$ cat config.mk
export PLATFORM = sky130hd
export DESIGN_NAME = sort_ctrl
export DESIGN_NICKNAME = d
export VERILOG_FILES = /design/src/rtl/sort_pkg.sv /design/src/rtl/cmp_unit.sv /design/src/rtl/sort_ctrl.sv
export SDC_FILE = /design/constraint.sdc
export NUM_CORES = 1
export LEC_CHECK = 0
export ABC_AREA = 1
export BUFFER_PORTS_ARGS = -buffer_cell sky130_fd_sc_hd__buf_2
export CAP_MARGIN = 5
export CORE_ASPECT_RATIO = 0.9
export CORE_MARGIN = 3
export CORE_UTILIZATION = 40
export DETAILED_ROUTE_END_ITERATION = 10
export PLACE_DENSITY_LB_ADDON = 0.3
export SLEW_MARGIN = 20
export SYNTH_ARGS = -nofsm -noshare
export SYNTH_HDL_FRONTEND = slang
export SYNTH_HIERARCHICAL = 1
export SYNTH_SLANG_ARGS = --single-unit
$ cat constraint.sdc
create_clock -name clk -period 3.06 [get_ports clk]
set_input_delay 0.153 -clock clk [delete_from_list [all_inputs] [get_ports clk]]
set_output_delay 0.153 -clock clk [all_outputs]
set_load 0.01 [all_outputs]
$ cat src/rtl/sort_pkg.sv
// Shared types and helpers for the sorting controller.
package sort_pkg;

    // Controller phases: fill the bank, sort in place, stream out.
    typedef enum logic [1:0] {
        LOAD,
        SORT,
        DRAIN
    } state_t;

    // Width of the per-burst swap counter.
    localparam int unsigned SWAP_W = 8;

    // Ceiling log2, minimum 1 bit wide for any value >= 2.
    function automatic int unsigned clog2(input int unsigned value);
        int unsigned result;
        result = 0;
        for (int unsigned i = 0; i < 32; i++) begin
            if ((32'd1 << i) < value) begin
                result = i + 1;
            end
        end
        return result;
    endfunction

endpackage

$ cat src/rtl/cmp_unit.sv
// Unsigned W-bit magnitude comparator shared by all compare-and-swap steps.
module cmp_unit #(
    parameter int unsigned W = 4
) (
    input  logic [W-1:0] a,
    input  logic [W-1:0] b,
    output logic         lt,
    output logic         eq,
    output logic         gt
);

    // Exactly one of lt/eq/gt is high for any pair of operands.
    always_comb begin
        lt = (a < b);
        eq = (a == b);
        gt = (a > b);
    end

endmodule

$ cat src/rtl/sort_ctrl.sv
// Burst sorting controller: loads DEPTH values, bubble-sorts them in place
// with one compare-and-swap per cycle (early exit on a swap-free pass),
// then streams them out smallest first.
module sort_ctrl
    import sort_pkg::*;
#(
    parameter int unsigned W     = 4,
    parameter int unsigned DEPTH = 4
) (
    input  logic              clk,
    input  logic              rst_n,
    input  logic              in_valid,
    output logic              in_ready,
    input  logic [W-1:0]      in_data,
    output logic              out_valid,
    input  logic              out_ready,
    output logic [W-1:0]      out_data,
    output logic              busy,
    output logic [SWAP_W-1:0] swap_count
);

    localparam int unsigned       PTR_W    = clog2(DEPTH);
    localparam logic [PTR_W-1:0]  LAST_PTR = PTR_W'(DEPTH - 1);
    localparam logic [PTR_W-1:0]  LAST_IDX = PTR_W'(DEPTH - 2);
    localparam logic [PTR_W-1:0]  PTR_ONE  = PTR_W'(1);
    localparam logic [SWAP_W-1:0] SWAP_ONE = SWAP_W'(1);

    state_t           state;
    logic [W-1:0]     mem [DEPTH];
    logic [PTR_W-1:0] wr_ptr;
    logic [PTR_W-1:0] rd_ptr;
    logic [PTR_W-1:0] idx;
    logic [PTR_W-1:0] idx_n;
    logic [PTR_W-1:0] pass;
    logic             swapped;
    logic [W-1:0]     cmp_a;
    logic [W-1:0]     cmp_b;
    logic             cmp_lt;
    logic             cmp_eq;
    logic             cmp_gt;

    // Select the adjacent pair under comparison.
    always_comb begin
        idx_n = idx + PTR_ONE;
        cmp_a = mem[idx];
        cmp_b = mem[idx_n];
    end

    cmp_unit #(
        .W (W)
    ) u_cmp (
        .a  (cmp_a),
        .b  (cmp_b),
        .lt (cmp_lt),
        .eq (cmp_eq),
        .gt (cmp_gt)
    );

    // Handshake/status flags decoded from the registered state; data from the bank.
    always_comb begin
        in_ready  = (state == LOAD);
        busy      = (state == SORT);
        out_valid = (state == DRAIN);
        out_data  = mem[rd_ptr];
    end

    // Controller: load, compare-and-swap sweep, drain.
    always_ff @(posedge clk or negedge rst_n) begin
        if (!rst_n) begin
            state      <= LOAD;
            wr_ptr     <= '0;
            rd_ptr     <= '0;
            idx        <= '0;
            pass       <= '0;
            swapped    <= 1'b0;
            swap_count <= '0;
            for (int unsigned i = 0; i < DEPTH; i++) begin
                mem[i] <= '0;
            end
        end else begin
            case (state)
                LOAD: begin
                    if (in_valid) begin
                        mem[wr_ptr] <= in_data;
                        if (wr_ptr == LAST_PTR) begin
                            wr_ptr     <= '0;
                            idx        <= '0;
                            pass       <= '0;
                            swapped    <= 1'b0;
                            swap_count <= '0;
                            state      <= SORT;
                        end else begin
                            wr_ptr <= wr_ptr + PTR_ONE;
                        end
                    end
                end
                SORT: begin
                    // Strictly-greater only, so equal values keep their order.
                    if (cmp_gt) begin
                        mem[idx]   <= cmp_b;
                        mem[idx_n] <= cmp_a;
                        swap_count <= swap_count + SWAP_ONE;
                    end
                    if (idx == LAST_IDX) begin
                        // This cycle's swap counts toward the early-exit decision.
                        if (!(swapped || cmp_gt) || (pass == LAST_IDX)) begin
                            rd_ptr <= '0;
                            state  <= DRAIN;
                        end else begin
                            pass    <= pass + PTR_ONE;
                            idx     <= '0;
                            swapped <= 1'b0;
                        end
                    end else begin
                        idx <= idx_n;
                        if (cmp_gt) begin
                            swapped <= 1'b1;
                        end
                    end
                end
                DRAIN: begin
                    if (out_ready) begin
                        if (rd_ptr == LAST_PTR) begin
                            rd_ptr <= '0;
                            wr_ptr <= '0;
                            state  <= LOAD;
                        end else begin
                            rd_ptr <= rd_ptr + PTR_ONE;
                        end
                    end
                end
                default: begin
                    state <= LOAD;
                end
            endcase
        end
    end

    // The comparator must always report exactly one relation.
    a_cmp_onehot: assert property (@(posedge clk) disable iff (!rst_n)
        $onehot({cmp_lt, cmp_eq, cmp_gt}));

endmodule

* After elaboration in Yosys (flattened, before gate mapping)
Index checks and enable logic that the tools add are counted.
** Cells by class
- Reduce and logical (&&, ||, !) cells :: 18
- Bitwise logic cells :: 4
- Mux-type cells :: 54
- Add/subtract/negate cells :: 5
- Equality and inequality tests :: 16
- Magnitude comparators :: 8
** Operator list (number)
- 16-bit bitwise mux :: 3
- 2-bit two-way mux :: 18
- 4-bit two-way mux :: 9
- 16-bit two-way mux :: 2
- 16-bit one-hot mux with 2 select lines :: 1
- 4-bit binary-select mux with 2-bit select :: 3
- 4-bit demux with 2-bit select :: 3
- 8-bit two-way mux :: 3
- 2-bit one-hot mux with 2 select lines :: 4
- 8-bit one-hot mux with 2 select lines :: 1
- 4-bit AND reduction :: 4
- 3-bit >= comparator (second input constant) :: 4
- 2-bit by 1-bit inequality test with 1-bit output (second input constant) :: 6
- 2-bit inverter with 3-bit output :: 4
- 2-bit equality test (second input constant) :: 5
- 5-bit AND reduction :: 2
- 3-bit by 1-bit less-than comparator with 1-bit output (second input constant) :: 3
- 2-bit by 1-bit adder with 2-bit output (second input constant) :: 4
- 8-bit by 1-bit adder with 8-bit output (second input constant) :: 1
- 2-bit one-hot mux with 3 select lines :: 1
- 6-bit AND reduction :: 1
- 2-bit nonzero test :: 3
- 1-bit two-way mux :: 5
- 4-bit > comparator :: 1
- other kinds (10) :: 14
** Word-level totals
- Output and inout bits :: 15
- Input port bits :: 8
- Bits in registers :: 35
- Logic and storage cells :: 116

* Longest topological paths before layout
- Depth after elaboration :: 12
- Depth in mapped cells :: 21
- Mapped depth without buffers :: 19

* Modules after synthesis
The synthesis kept the hierarchy.
** By module, submodules not included
- sort_ctrl :: sequential area each 875.8 µm², times used 1, cells an instance 413, area an instance 2708.8 µm²
- cmp_unit :: sequential area each 0.0 µm², times used 1, cells an instance 20, area an instance 115.1 µm²

* Worst setup path before layout
No wires, ideal clock.
- Path type :: reg2reg
- Start :: register idx[0]
- End :: register swapped
- Library setup time :: 116 ps
- Stages on the path, launching flop included :: 22
- Clock period less this slack :: 3032 ps
- Buffers on the path :: 2
- Required time :: 2944 ps
- Arrival time :: 2916 ps
- Path slack :: 28 ps
- Cell sequence :: dfrtp_1 buf_2 inv_2 buf_4 ha_1 inv_1 nand3_1 nand2_1 inv_1 inv_1 ha_1 nand2_1 inv_1 nand2_1 a21oi_1 o21bai_1 nand2_1 nor2_1 nor2_1 nand2_1 nand2_1 nand2_1
** On the way
- Word-level cells in the longest chain between the ends :: 11
- Elaborated cells on any way between the ends :: 19
- Those cells by class :: 1 x add/sub; 1 x order compare; 3 x eq/ne; 8 x mux; 2 x bitwise; 4 x reduce/logical
** Ends and longest elaborated chain
- start: declaration :: RTL line sort_ctrl.sv:32 : logic [PTR_W-1:0] idx;
- start signal: assignment :: RTL line sort_ctrl.sv:115 : idx <= idx_n;
- 2-bit by 1-bit adder with 2-bit output (*) :: RTL line sort_ctrl.sv:44 : idx_n = idx + PTR_ONE;
- 2-bit inverter with 3-bit output (not written as such) (*) :: RTL line sort_ctrl.sv:46 : cmp_b = mem[idx_n];
- 4-bit binary-select mux with 2-bit select (*) :: RTL line sort_ctrl.sv:46
- 4-bit two-way mux (not written as such) (*) (2 in series) :: RTL line sort_ctrl.sv:46
- net cmp_b[3] :: RTL line sort_ctrl.sv:37 : logic [W-1:0] cmp_b;
- 4-bit > comparator (*) :: RTL line cmp_unit.sv:16 : gt = (a > b);
- net cmp_gt :: RTL line sort_ctrl.sv:40 : logic cmp_gt;
- 1-bit logical OR :: RTL line sort_ctrl.sv:106 : if (!(swapped || cmp_gt) || (pass == LAST_IDX)) begin
- 1-bit logical NOT :: RTL line sort_ctrl.sv:106
- 1-bit logical OR :: RTL line sort_ctrl.sv:106
- 3-bit inequality test (no line)
- 5-bit AND reduction (no line) (*)
- end signal: assignment :: RTL line sort_ctrl.sv:89 : swapped <= 1'b0;
- end signal: assignment :: RTL line sort_ctrl.sv:112 : swapped <= 1'b0;
- end signal: assignment :: RTL line sort_ctrl.sv:117 : swapped <= 1'b1;
- end: declaration :: RTL line sort_ctrl.sv:35 : logic swapped;
Mark *: on every way through the listed nets, which the timed path passes. The rest lies on a longest branch. The select of a mux whose other input is x is not followed.
A chain may end at the register's enable or synchronous reset.

* Worst setup path after layout
- Start :: register idx[1]
- End :: register mem[5] in the netlist's numbering
** On the way
- Elaborated cells on any way between the ends :: 26
- Those cells by class :: 1 x add/sub; 5 x order compare; 1 x eq/ne; 14 x mux; 2 x bitwise; 3 x reduce/logical
** RTL lines
- 2-bit by 1-bit adder with 2-bit output :: RTL line sort_ctrl.sv:44
- 2-bit inverter with 3-bit output (not written as such) :: RTL line sort_ctrl.sv:46
- 4-bit binary-select mux with 2-bit select :: RTL line sort_ctrl.sv:46
- 4-bit two-way mux (not written as such) (2 in series) :: RTL line sort_ctrl.sv:46
- net cmp_b[2] :: RTL line sort_ctrl.sv:37
- 4-bit > comparator :: RTL line cmp_unit.sv:16
- net cmp_gt :: RTL line sort_ctrl.sv:40
- 2-bit by 1-bit inequality test with 1-bit output (no line)
- 3-bit AND reduction (no line)
- end signal: indexed assignment :: RTL line sort_ctrl.sv:84 : mem[wr_ptr] <= in_data;
- end signal: indexed assignment :: RTL line sort_ctrl.sv:100 : mem[idx] <= cmp_b;
- end signal: indexed assignment :: RTL line sort_ctrl.sv:101 : mem[idx_n] <= cmp_a;
- end: declaration :: RTL line sort_ctrl.sv:29 : logic [W-1:0] mem [DEPTH];
The timed path passes the listed nets, and every way through them passes these cells. The select of a mux whose other input is x is not followed.

==> results.tsv <==
metric	value	unit
Synth Net Count	458	
Top Ports	23	
H-tree lvl count	2	
mapped cell area	2820	um^2
Synth Warn #	6	
number of diodes	0	
full die area	8090	um^2
clock latency on the worst-skew pair	0.29	ns
unrepaired setup endpoints after global routing	false	
row count	28	
Placer Congestion	1.00	
CTS clk-pin slew, worst paths	0.08	ns
proportion of layout cells with a drive suffix above 1	13.7	%
Slew Viols, Final	0	
clock tree root driver cell	clkbuf_8	
Fillers	694	
commonest non-fill, non-tap cell in the layout	nand2_1	
max-cap viol count	0	
count of final hold-check violations	0	
Total GRT Usage	20.8	%
Syn Inst Count	432	
via/cell ratio	5.25	
initial antenna violation count	0	
setup TNS	0	ns
CTS sink cnt	35	
final period utilization	93.0	%
Die H	85.6	um
CTS tree	yes	
status	complete, no violations	
number of global-route vias before repair	2731	
Die W	94.5	um
critical path class	flop to flop	
DRT iter0 DRCs	348	
Hold Crit Class	input port to flop	
most frequent cells in the layout	124 x nand2_1, 69 x nand3_1, 53 x nor2_1	
largest net degree at the start of global routing	36	
Nets	486	
Tmin final	2.85	ns
Clock Path Buffers	2	
CP Capture Type	flop	
Area growth syn-to-layout	12.3	%
wire per inst	14.4	um
relative slew slack	43.5	%
Critical Path AT	3.02	ns
FMAX	351	MHz
worst endpoint required time	3.23	ns
dpl hpwl	5810	um
Initial Util	42.1	%
Clock Skews	0.00864	ns
syn avg cell area	6.52	um^2
core area	6690	um^2
WL final	7890	um
Max FO, Critical Path	7	
Final Setup Violations	0	
first-pass GRT wire length	13300	um
TritonCTS buffer count	5	
grt ovf	0	
total number of vias	2890	
CP Launch Type	flop	
DR DRC count	0	
IO buf count	22	
Pre-Repair DR Iteration Count	6	
post-route antenna net violation count	0	
worst-margin pin slew	0.848	ns
## path summary, 6_finish.rpt
kind / from / endpoint / slack, ns / cells past startpoint
max: idx[1] / mem[5] / 0.21 / 18
min: out_ready / state[1] / 0.17 / 4
max reg2reg: idx[1] / mem[5] / 0.21 / 18
min reg2reg: pass[0] / pass[0] / 0.50 / 2
max in group asynchronous: rst_n / swap_count[4] / 2.01 / 2
min in group asynchronous: rst_n / mem[15] / 0.51 / 2
## timing repair
item,in CTS,in global routing
endpoints found under the setup margin,1,24
gates cloned,0,0
hold buffers,1,0
pin swaps,0,2
setup buffers,0,3
resized for setup,1,6
hold endpoints to repair,10,0
## through the flow
stage               hold WS [ns]  worst slack [ns]  util [%]  area (um^2)  cells
finish                     0.172             0.213      47.3         3160    550
global route               0.193            0.0148      47.3         3160    550
CTS                        0.168             0.149      46.6         3120    547
detailed placement         0.307            0.0180      45.0         3010    539
global placement           0.304             0.116      45.0         3010    539
floorplan                 -0.143            0.0391         -         2820    432
## final cells by class
class | count | area (um^2) | area share [%]
Clock buffer | 6 | 82.6 | 2.61
Clock inverter | 1 | 5.00 | 0.158
Inverter | 43 | 161 | 5.10
Multi-Input combinational cell | 344 | 1750 | 55.2
Sequential cell | 35 | 876 | 27.7
Tap cell | 90 | 113 | 3.56
Timing Repair Buffer | 31 | 180 | 5.69
## registers in the layout, indices dropped and copies added (netlist names)
register / cells
wr_ptr: 2
state: 2
idx: 2
rd_ptr: 2
pass: 2
swap_count: 8
mem: 16
swapped: 1
## critical path: stages (launching register included)
cell and delay [ns]:
dfrtp_1 0.35, inv_1 0.07, ha_2 0.38, inv_1 0.12, nand3_1 0.16, nand2_1 0.09, inv_1 0.06, inv_1 0.04
ha_1 0.26, nand2_1 0.06, inv_1 0.06, nand2_1 0.08, a21oi_4 0.23, nor2_4 0.08, nor2_4 0.20, buf_4 0.18
nand3_1 0.14, nor2_1 0.13, nor2_1 0.05
## routing by layer
| metal | vias to the layer above | part of all wire, % | global-route usage [%] |
|---|---|---|---|
| met5 | - | 0 | 0 |
| met4 | 0 | 1.8 | 6.42 |
| met1 | 1316 | 48 | 30.1 |
| met2 | 101 | 44 | 31.2 |
| met3 | 13 | 6.7 | 4.30 |
| li1 | 1460 | - | - |
Power is not shown: default switching activity piles up to over one toggle a cycle in this logic, so the estimate is an artifact.
